===== src/rtl/led_matrix_driver.sv =====
// Red/green PWM dot-matrix scanner with a ROWS x COLS frame buffer and read-back port.
// Define LED_SELFTEST_EN to add the post-reset four-phase red/green flash self-test.
module led_matrix_driver #(
  parameter int ROWS         = 8,
  parameter int COLS         = 8,
  parameter int BPC          = 4,
  parameter int ROW_CYCLES   = 1024,
  parameter int BLANK_CYCLES = 16,
  parameter int FLASH_CYCLES = 50_000_000
) (
  input  logic                                   clk,
  input  logic                                   rst_n,
  input  logic                                   disp_en,
  input  logic                                   wr_en,
  input  logic [$clog2(ROWS)-1:0]                wr_row,
  input  logic [(COLS > 1 ? $clog2(COLS) : 1)-1:0] wr_col,
  input  logic [BPC-1:0]                         wr_r,
  input  logic [BPC-1:0]                         wr_g,
  input  logic [$clog2(ROWS)-1:0]                rd_row,
  input  logic [(COLS > 1 ? $clog2(COLS) : 1)-1:0] rd_col,
  output logic [BPC-1:0]                         rd_r,
  output logic [BPC-1:0]                         rd_g,
  output logic [ROWS-1:0]                        row_n,
  output logic [COLS-1:0]                        col_r,
  output logic [COLS-1:0]                        col_g,
  output logic                                   frame_start,
  output logic                                   busy
);
  localparam int RW = $clog2(ROWS);
  localparam int DW = $clog2(ROW_CYCLES);
  localparam logic [DW-1:0] BLANK_LEN  = DW'(BLANK_CYCLES);
  localparam logic [DW-1:0] BLANK_LAST = DW'(BLANK_CYCLES - 1);
  localparam logic [DW-1:0] DWELL_LAST = DW'(ROW_CYCLES - 1);
  localparam logic [RW-1:0] ROW_LAST   = RW'(ROWS - 1);

  logic [BPC-1:0]  buf_red_r [ROWS][COLS];
  logic [BPC-1:0]  buf_grn_r [ROWS][COLS];
  logic [BPC-1:0]  lat_red_r [COLS];
  logic [BPC-1:0]  lat_grn_r [COLS];
  logic [DW-1:0]   dwell_r;
  logic [RW-1:0]   row_r;
  logic [BPC-1:0]  pwm_s;
  logic [ROWS-1:0] row_n_s;
  logic [COLS-1:0] col_r_s;
  logic [COLS-1:0] col_g_s;
  logic            wr_ok_s;
  logic            rd_ok_s;
  logic            run_s;
  logic            st_red_s;
  logic            st_grn_s;

`ifdef LED_SELFTEST_EN
  typedef enum logic [2:0] {ST_R0, ST_G0, ST_R1, ST_G1, RUN} state_t;
  localparam int FW = (FLASH_CYCLES > 1) ? $clog2(FLASH_CYCLES) : 1;
  localparam logic [FW-1:0] FLASH_LAST = FW'(FLASH_CYCLES - 1);
  localparam logic BUSY_RST = 1'b1;

  state_t        state_r;
  state_t        state_s;
  logic [FW-1:0] flash_r;
  logic          flash_done_s;

  assign flash_done_s = (flash_r == FLASH_LAST);

  // Self-test state register and per-phase flash timer
  always_ff @(posedge clk or negedge rst_n) begin
    if (!rst_n) begin
      state_r <= ST_R0;
      flash_r <= '0;
    end else begin
      state_r <= state_s;
      if (state_r == RUN || flash_done_s) begin
        flash_r <= '0;
      end else begin
        flash_r <= flash_r + 1'b1;
      end
    end
  end

  // Phase sequencing and per-state pin mode selection
  always_comb begin
    state_s  = state_r;
    run_s    = 1'b0;
    st_red_s = 1'b0;
    st_grn_s = 1'b0;
    case (state_r)
      ST_R0: begin
        st_red_s = 1'b1;
        if (flash_done_s) state_s = ST_G0; else state_s = ST_R0;
      end
      ST_G0: begin
        st_grn_s = 1'b1;
        if (flash_done_s) state_s = ST_R1; else state_s = ST_G0;
      end
      ST_R1: begin
        st_red_s = 1'b1;
        if (flash_done_s) state_s = ST_G1; else state_s = ST_R1;
      end
      ST_G1: begin
        st_grn_s = 1'b1;
        if (flash_done_s) state_s = RUN; else state_s = ST_G1;
      end
      RUN:     run_s   = 1'b1;
      default: state_s = ST_R0;
    endcase
  end
`else
  localparam logic BUSY_RST = 1'b0;

  assign run_s    = 1'b1;
  assign st_red_s = 1'b0;
  assign st_grn_s = 1'b0;
`endif

  assign wr_ok_s = wr_en && (int'(wr_row) < ROWS) && (int'(wr_col) < COLS);
  assign rd_ok_s = (int'(rd_row) < ROWS) && (int'(rd_col) < COLS);
  assign pwm_s   = BPC'(dwell_r - BLANK_LEN);

  // Frame buffer write port; reset clears every pixel
  always_ff @(posedge clk or negedge rst_n) begin
    if (!rst_n) begin
      for (int r = 0; r < ROWS; r++) begin
        for (int c = 0; c < COLS; c++) begin
          buf_red_r[r][c] <= '0;
          buf_grn_r[r][c] <= '0;
        end
      end
    end else if (wr_ok_s) begin
      buf_red_r[wr_row][wr_col] <= wr_r;
      buf_grn_r[wr_row][wr_col] <= wr_g;
    end
  end

  // Registered read-back port
  always_ff @(posedge clk or negedge rst_n) begin
    if (!rst_n) begin
      rd_r <= '0;
      rd_g <= '0;
    end else if (rd_ok_s) begin
      rd_r <= buf_red_r[rd_row][rd_col];
      rd_g <= buf_grn_r[rd_row][rd_col];
    end else begin
      rd_r <= '0;
      rd_g <= '0;
    end
  end

  // Dwell and row scan counters, parked at zero outside RUN
  always_ff @(posedge clk or negedge rst_n) begin
    if (!rst_n) begin
      dwell_r <= '0;
      row_r   <= '0;
    end else if (!run_s) begin
      dwell_r <= '0;
      row_r   <= '0;
    end else if (dwell_r == DWELL_LAST) begin
      dwell_r <= '0;
      row_r   <= (row_r == ROW_LAST) ? '0 : row_r + 1'b1;
    end else begin
      dwell_r <= dwell_r + 1'b1;
    end
  end

  // Row latch snapshots the buffer on the last blank cycle (pre-write value on a collision)
  always_ff @(posedge clk or negedge rst_n) begin
    if (!rst_n) begin
      for (int c = 0; c < COLS; c++) begin
        lat_red_r[c] <= '0;
        lat_grn_r[c] <= '0;
      end
    end else if (run_s && dwell_r == BLANK_LAST) begin
      for (int c = 0; c < COLS; c++) begin
        lat_red_r[c] <= buf_red_r[row_r][c];
        lat_grn_r[c] <= buf_grn_r[row_r][c];
      end
    end
  end

  // Next pin pattern: self-test flash, blank window, or PWM active window
  always_comb begin
    row_n_s = '1;
    col_r_s = '0;
    col_g_s = '0;
    if (st_red_s) begin
      row_n_s = '0;
      col_r_s = '1;
    end else if (st_grn_s) begin
      row_n_s = '0;
      col_g_s = '1;
    end else if (run_s && disp_en && dwell_r >= BLANK_LEN) begin
      row_n_s[row_r] = 1'b0;
      for (int c = 0; c < COLS; c++) begin
        col_r_s[c] = (lat_red_r[c] > pwm_s);
        col_g_s[c] = (lat_grn_r[c] > pwm_s);
      end
    end else begin
      row_n_s = '1;
    end
  end

  // Registered pin, frame marker and busy outputs
  always_ff @(posedge clk or negedge rst_n) begin
    if (!rst_n) begin
      row_n       <= '1;
      col_r       <= '0;
      col_g       <= '0;
      frame_start <= 1'b0;
      busy        <= BUSY_RST;
    end else begin
      row_n       <= row_n_s;
      col_r       <= col_r_s;
      col_g       <= col_g_s;
      frame_start <= run_s && (dwell_r == '0) && (row_r == '0);
      busy        <= !run_s;
    end
  end
endmodule


===== config.mk =====
export PLATFORM = sky130hd
export DESIGN_NAME = led_matrix_driver
export DESIGN_NICKNAME = d
export VERILOG_FILES = /design/src/rtl/led_matrix_driver.sv
export SDC_FILE = /design/constraint.sdc
export NUM_CORES = 1
export LEC_CHECK = 0
export ABC_AREA = 1
export ABC_CLOCK_PERIOD_IN_PS = 4800
export CORE_ASPECT_RATIO = 0.7
export CORE_MARGIN = 5
export CORE_UTILIZATION = 25
export DETAILED_ROUTE_END_ITERATION = 8
export DONT_BUFFER_PORTS = 1
export PLACE_DENSITY_LB_ADDON = 0.25
export SLEW_MARGIN = 20
export SYNTH_ARGS = -nofsm -noshare
export SYNTH_HDL_FRONTEND = slang
export SYNTH_SLANG_ARGS = --single-unit

===== constraint.sdc =====
create_clock -name clk -period 4.8 [get_ports clk]
set_input_delay 0.96 -clock clk [delete_from_list [all_inputs] [get_ports clk]]
set_output_delay 0.96 -clock clk [all_outputs]
set_load 0.01 [all_outputs]

==> impl_metrics.csv, run 1 <==
group,metric,value,unit
die,rows,110,
logic_synthesis,synth_fa_ha_area_share,2.689,%
worst_setup_path,crit_required,5390,ps
logic_synthesis,synth_seq_area_share,48.51,%
pwr,switching_share,28.64,%
die,die_w,438.3,um
finish,area_growth_syn_to_layout,11.75,%
global_routing,grt_start_max_net_pins,623,
cts,ctsResizeCount,0,
sta,drv_slew,0,
worst_setup_path,path_cells,"inv_8 -> buf_12 -> nand2_1 -> nand3_1 -> nand3_1 -> nand2_1 -> nand2_1 -> nand3_1 -> nand3_1 -> nand2_1",
worst_setup_path,cp-end-kind,"flop",
logic_synthesis,yosys.area.top_type_share,47.86,%
cts,clkSinkCount,622,
detailed_routing,route.detailed.drc,0,
die,coreArea,128000,sq um
logic_synthesis,synth_xor_area_share,0.05456,%
worst_setup_path,startpoint_type,"primary input",
sta,finalCritPeriodShare,61.50,%
logic_synthesis,syn_inst,4282,
detailed_routing,antenna_left,0,
worst_setup_path,cp.arrival,3540,ps
pwr,seqPwrFrac,47.0,%
cts,ctsHoldBuffers,0,
sta,finClkSkew,22.74,ps
logic_synthesis,avgSynthCellArea,7.498,sq um
logic_synthesis,yosys.area_share.simple,27.59,%
sta,worstMarginPinSlew,1129,ps
logic_synthesis,muxShareOfSynthArea,0,%
cts,clock_path_buffers,3,
cts,cts_buffers,67,
cts,clkTransAtPathRegs,60,ps
pwr,p_per_area,378.0,nW/um^2
pwr,switchingPower,3885,uW
sta,setup_tns,0,ps
die,initial_core_util,25.08,%
cts,tritoncts,"done",
global_routing,antenna_found_initial,5,
detailed_routing,drtIter0Drc,3670,
placement,post-place-ws,1282,ps
placement,io_buffers,0,
logic_synthesis,synth.top_cells.by_area,"dfrtp_1, nand2_1, o21ai_0, nand3_1, nor2_1",
logic_synthesis,netlist_area,32100,sq um
global_routing,overflow,0,
worst_setup_path,cp_slowest_cell,"inv_8",
detailed_routing,vias,29410,
die,io_pins,58,
flow_run,maxCapViolations,0,
global_routing,grt_pass1_wl,185700,um
finish,fillCellCount,13870,
finish,antenna_cells,0,
pwr,p_int,9679,uW
global_routing,grt_usage,17.99,%
cts,clk_latency,660,ps
sta,fin_crit,2952,ps
detailed_routing,route.detailed.vias_per_inst,5.064,
cts,post_cts_buffers,0,
sta,worst_slack,1848,ps
logic_synthesis,synth_warnings,0,
detailed_routing,wl,125300,um
logic_synthesis,yosys.area.top_type,"dfrtp_1",
pwr,leakage,0.01568,uW
logic_synthesis,synth_top_family_by_area,"simple AND/OR/NAND/NOR gates",
sta,rsz0062_at_grt,"no",
worst_setup_path,crit_fanout,257,
die,dieArea,135800,sq um
detailed_routing,avgRoutedWirePerCell,21.58,um
sta,fmax,338.8,MHz
cts,h-tree-depth,3,
logic_synthesis,synth.net_count,4375,
logic_synthesis,synth_cell_types,26,
placement,hpwl,72520,um
logic_synthesis,synth-compound-area-share,16.35,%
finish,final_nets,4171,
finish,drive_gt1_share,4.628,%
logic_synthesis,ys_ff_latch,622,
sta,finalHoldViolations,0,
placement,routabilityCongestion,0.8087,
outcome,outcome,"finished, final reports clean",
sta,finalSetupViolCount,0,
worst_hold_path,min-delay-path-class,"primary input to asynchronous set/reset pin",
pwr,power_frac_comb,11.9,%
detailed_routing,dr.pass1.iters,6,
worst_setup_path,criticalPathCategory,"primary input to flop",
cts,cts_root_buffer,"clkbuf_16",
sta,relSlewSlack,24.62,%
global_routing,grt_pass1_vias,26700,
die,die_y,309.8,um
worst_setup_path,slowest_delay,620,ps
pwr,ir_drop,0.2290,mV
pwr,pwr-share-clk,41.1,%
power groups by stage:
stage / sequential (uW) / combinational [uW] / clock (uW)
2_1_floorplan: 6280 / 1160 / 0
3_3_place_gp: 6470 / 1460 / 0
3_5_place_dp: 6460 / 1500 / 0
4_1_cts: 6370 / 1500 / 5700
5_1_grt: 6460 / 1860 / 5900
6_report: 6380 / 1610 / 5570
worst paths after layout:
| path | startpoint | slack, ps | cells after the start | to |
|---|---|---|---|---|
| worst max-delay path | rd_row[0] | 1850 | 10 | rd_g[3]$_DFF_PN0_ |
| worst min-delay path | rst_n | 380 | 1 | buf_red_r[29]$_DFFE_PN0P_ |
| worst max register to register | row_r[0]$_DFFE_PN0N_ | 1920 | 6 | lat_grn_r[2]$_DFFE_PN0N_ |
| worst min register to register | buf_red_r[90]$_DFFE_PN0P_ | 500 | 2 | buf_red_r[90]$_DFFE_PN0P_ |
| max in group asynchronous | rst_n | 2770 | 2 | buf_grn_r[235]$_DFFE_PN0P_ |
| min in group clk | rd_col[2] | 470 | 2 | rd_g[3]$_DFF_PN0_ |
state kept, by name (all words and copies together) (netlist names):
| register | count |
|---|---|
| lat_grn_r | 32 |
| rd_g | 4 |
| dwell_r | 10 |
| col_r | 8 |
| lat_red_r | 32 |
| rd_r | 4 |
| buf_grn_r | 256 |
| frame_start | 1 |
| col_g | 8 |
| row_n | 8 |
| row_r | 3 |
| buf_red_r | 256 |
cell type report:
type / count / area (sq um) / share of cell area [%]
multi-input combinational: 3257 / 15040 / 41.92
clock buffer: 102 / 2103 / 5.862
inverter: 82 / 330.3 / 0.9207
tap: 1680 / 2102 / 5.859
sequential: 622 / 15580 / 43.42
clock inverter: 16 / 193.9 / 0.5405
timing repair buffer: 48 / 530.5 / 1.479
cell families after synthesis:
family          Yosys count
compound gates         1006
xor+xnor                  2
fa+ha+maj                69
buf+inv                 403
flops                   622
other cells               1
simple gates           2179
synthesized netlist by cell type (all sizes together):
cell       n
clkinv     9
xor2       2
nor3      30
dfstp      8
buf       42
nor4       4
ha        69
nand3    438
o31ai      1
nand2   1277
dfrtp    614
or2        1
nand4      1
inv       73
o22ai    128
nor2     428
o211ai     5
clkbuf   279
conb       1
a21oi     83
o21ai    773
a211oi    16
stage by stage:
| stage | total power (uW) | std cells | area [sq um] | util (%) | hold WS [ps] |
|---|---|---|---|---|---|
| after floorplan | 7439 | 4282 | 32100 | - | 454.7 |
| after global placement | 7928 | 5684 | 33460 | 26.14 | 485.4 |
| after detailed placement | 7951 | 5684 | 33460 | 26.14 | 489.6 |
| after CTS | 13560 | 5802 | 35760 | 27.94 | 45.62 |
| after global routing | 14220 | 5807 | 35880 | 28.03 | 442.2 |
| final | 13560 | 5807 | 35880 | 28.03 | 381.5 |
worst max-delay path: cells and delay by family:
kind	cells	cell delay, ps
buf+inv	2	1050
simple gates	8	1220
cell usage in the layout (no fill, tap or decap), drive strengths merged, types with 10 or more instances in the layout:
cell type,instances
dfrtp,614
o21ai,773
nand2,1277
nor2,428
a211oi,16
inv,80
buf,47
clkbuf,102
nor3,30
ha,69
o22ai,128
a21oi,83
clkinv,10
nand3,438
layer usage:
| layer | GRT usage, % | share of wire (%) | routed length [um] | vias up |
|---|---|---|---|---|
| li1 | - | - | - | 13900 |
| met1 | 27.47 | 49 | 61050 | 14240 |
| met2 | 26.21 | 42 | 52280 | 1122 |
| met3 | 3.039 | 7.2 | 9081 | 146 |
| met4 | 4.474 | 2.3 | 2908 | 0 |
| met5 | 0 | 0 | 0 | - |
No activity file was read; power rests on OpenSTA's default activity.
==> run 2: changes to the inputs <==
--- a/config.mk
+++ b/config.mk
@@ -6,7 +6,7 @@
 export NUM_CORES = 1
 export LEC_CHECK = 0
 export ABC_AREA = 1
-export ABC_CLOCK_PERIOD_IN_PS = 4800
+export ABC_CLOCK_PERIOD_IN_PS = 2380
 export CORE_ASPECT_RATIO = 0.7
 export CORE_MARGIN = 5
 export CORE_UTILIZATION = 25
==> constraint.sdc (replaced) <==
create_clock -name clk -period 2.38 [get_ports clk]
set_input_delay 0.476 -clock clk [delete_from_list [all_inputs] [get_ports clk]]
set_output_delay 0.476 -clock clk [all_outputs]
set_load 0.01 [all_outputs]
==> impl_metrics.csv, run 2 (synthesis results as in run 1) <==
group,metric,value,unit
die,rows,110,
worst_setup_path,cp-end-kind,"flop",
worst_setup_path,crit_start,"row_r[2]$_DFFE_PN0N_",
sta,rsz0062_at_grt,"no",
cts,clock_path_buffers,3,
cts,cts_root_buffer,"clkbuf_16",
cts,clk_latency,660,ps
outcome,outcome,"finished with violations",
sta,setup_tns,0,ps
sta,worstMarginPinSlew,987.4,ps
worst_setup_path,startpoint_type,"flop",
pwr,switching_share,28.49,%
sta,finalHoldViolations,140,
detailed_routing,wl,125800,um
placement,io_buffers,0,
global_routing,grt_pass1_wl,187400,um
worst_hold_path,min-delay-path-class,"primary input to asynchronous set/reset pin",
cts,clkTransAtPathRegs,70,ps
sta,finClkSkew,18.58,ps
pwr,p_per_area,736.1,nW/um^2
pwr,seqPwrFrac,47.4,%
finish,final_nets,4265,
global_routing,grtUsageMet3,4.375,%
sta,fmax,476.4,MHz
die,die_y,309.8,um
detailed_routing,vias,29730,
die,dieArea,135800,sq um
pwr,switchingPower,7732,uW
sta,drv_slew,0,
outcome,violations,"hold timing",
finish,mostFrequentLayoutCells,"nand2_1, o21ai_0, dfrtp_1, nand3_1, nor2_1",
finish,fin_cells,5904,
placement,routabilityCongestion,0.8044,
placement,dp.cells,5779,
detailed_routing,route.detailed.drc,0,
worst_setup_path,criticalPathCategory,"flop to flop",
detailed_routing,dr.pass1.iters,6,
pwr,p_int,19410,uW
global_routing,grt_usage,18.21,%
finish,final_common_cell,"nand2_1",
sta,finalSetupViolCount,0,
pwr,leakage,0.01620,uW
sta,fin_crit,2099,ps
detailed_routing,route.detailed.vias_per_inst,5.035,
global_routing,antenna_found_initial,3,
sta,relSlewSlack,34.18,%
worst_setup_path,slowest_delay,520,ps
cts,post_cts_buffers,0,
placement,hpwl,73590,um
global_routing,grt_start_max_net_pins,623,
die,io_pins,58,
global_routing,grtUsageMet1,27.12,%
worst_setup_path,path_cells,"inv_1 -> nor2_4 -> buf_4 -> o21ai_0 -> o22ai_1 -> nor2_1 -> a21oi_1",
pwr,power_frac_comb,12.2,%
worst_setup_path,cp_slowest_cell,"dfrtp_1",
finish,reg_top3,"buf_grn_r x256, buf_red_r x256",
worst_setup_path,cp_num_buf_inv,2,
global_routing,grt_pass1_vias,27550,
detailed_routing,drtIter0Drc,3394,
detailed_routing,antenna_left,0,
sta,hold_slack,-480.1,ps
cts,ctsHoldBuffers,1,
flow_run,maxCapViolations,0,
worst_setup_path,cp.arrival,2680,ps
cts,ctsResizeCount,0,
detailed_routing,avgRoutedWirePerCell,21.31,um
cts,clkSinkCount,622,
cts,tritoncts,"done",
die,coreArea,128000,sq um
cts,h-tree-depth,3,
finish,area_growth_syn_to_layout,14.83,%
worst_setup_path,r2r_start,"row_r[2]$_DFFE_PN0N_",
global_routing,grt-busiest-layer,"met1",
worst_setup_path,crit_required,2970,ps
placement,post-place-ws,80.14,ps
sta,worst_slack,280.7,ps
worst_setup_path,cp_top_family,"simple AND/OR/NAND/NOR gates",
die,die_w,438.3,um
die,initial_core_util,25.08,%
worst_setup_path,crit_fanout,9,
finish,drive_gt1_share,6.447,%
pwr,pwr-share-clk,40.4,%
pwr,ir_drop,0.4018,mV
global_routing,use_met2,26.15,%
global_routing,overflow,0,
cts,cts_buffers,66,
sta,finalCritPeriodShare,88.20,%
==> run 2: changes by cell type in the layout (fill, tap and decap cells not counted), moves of 3 or more <==
cell        previous run  this run
clkinvlp_4             4         1
buf_12                 7        37
inv_2                  7        10
clkinv_2               9         6
buf_4                 36       101
clkbuf_1              10        20
clkbuf_8              21        11
diode_2                0         5
==> run 2: layout make-up <==
class	count	area (sq um)
Fill cell	13820	91130
Sequential cell	622	15580
Multi-Input combinational cell	3257	15030
Tap cell	1680	2102
Clock buffer	102	2003
Timing Repair Buffer	143	1619
Inverter	82	325.3
Clock inverter	13	196.4
Antenna cell	5	12.51
==> run 2: final timing paths <==
kind / endpoint / slack [ps] / depth (start not counted)
max in group asynchronous: rd_r[2]$_DFF_PN0_ / 560 / 3
worst max-delay path: lat_red_r[24]$_DFFE_PN0N_ / 280 / 7
worst max register to register: lat_red_r[24]$_DFFE_PN0N_ / 280 / 7
worst min register to register: buf_grn_r[186]$_DFFE_PN0P_ / 510 / 2
min in group clk: rd_r[0]$_DFF_PN0_ / 50 / 3
worst min-delay path: buf_grn_r[62]$_DFFE_PN0P_ / -480 / 0
==> run 2: per-stage QoR <==
stage	total power, uW	instance area [sq um]	hold slack (ps)	utilization, %
3_3_place_gp	16070	34530	254.2	26.98
3_5_place_dp	16110	34530	256.5	26.98
6_report	27140	36870	-480.1	28.80
4_1_cts	27180	36740	-458.5	28.71
2_1_floorplan	15000	32100	180.4	-
5_1_grt	28540	36870	-518.7	28.80
==> run 2: power by group through the flow <==
stage / logic (uW) / registers (uW) / clock network [uW]
4_1_cts: 3090 / 12900 / 11200
6_report: 3300 / 12900 / 11000
2_1_floorplan: 2330 / 12700 / 0
5_1_grt: 3830 / 13000 / 11700
3_5_place_dp: 3080 / 13000 / 0
3_3_place_gp: 3010 / 13100 / 0
==> run 2: routing by layer <==
metal  routed length [um]  vias to the layer above
met1                60520                    14310
met5                    0                        -
met2                51420                     1148
met3                10440                      186
met4                 3443                        0
li1                     -                    14080
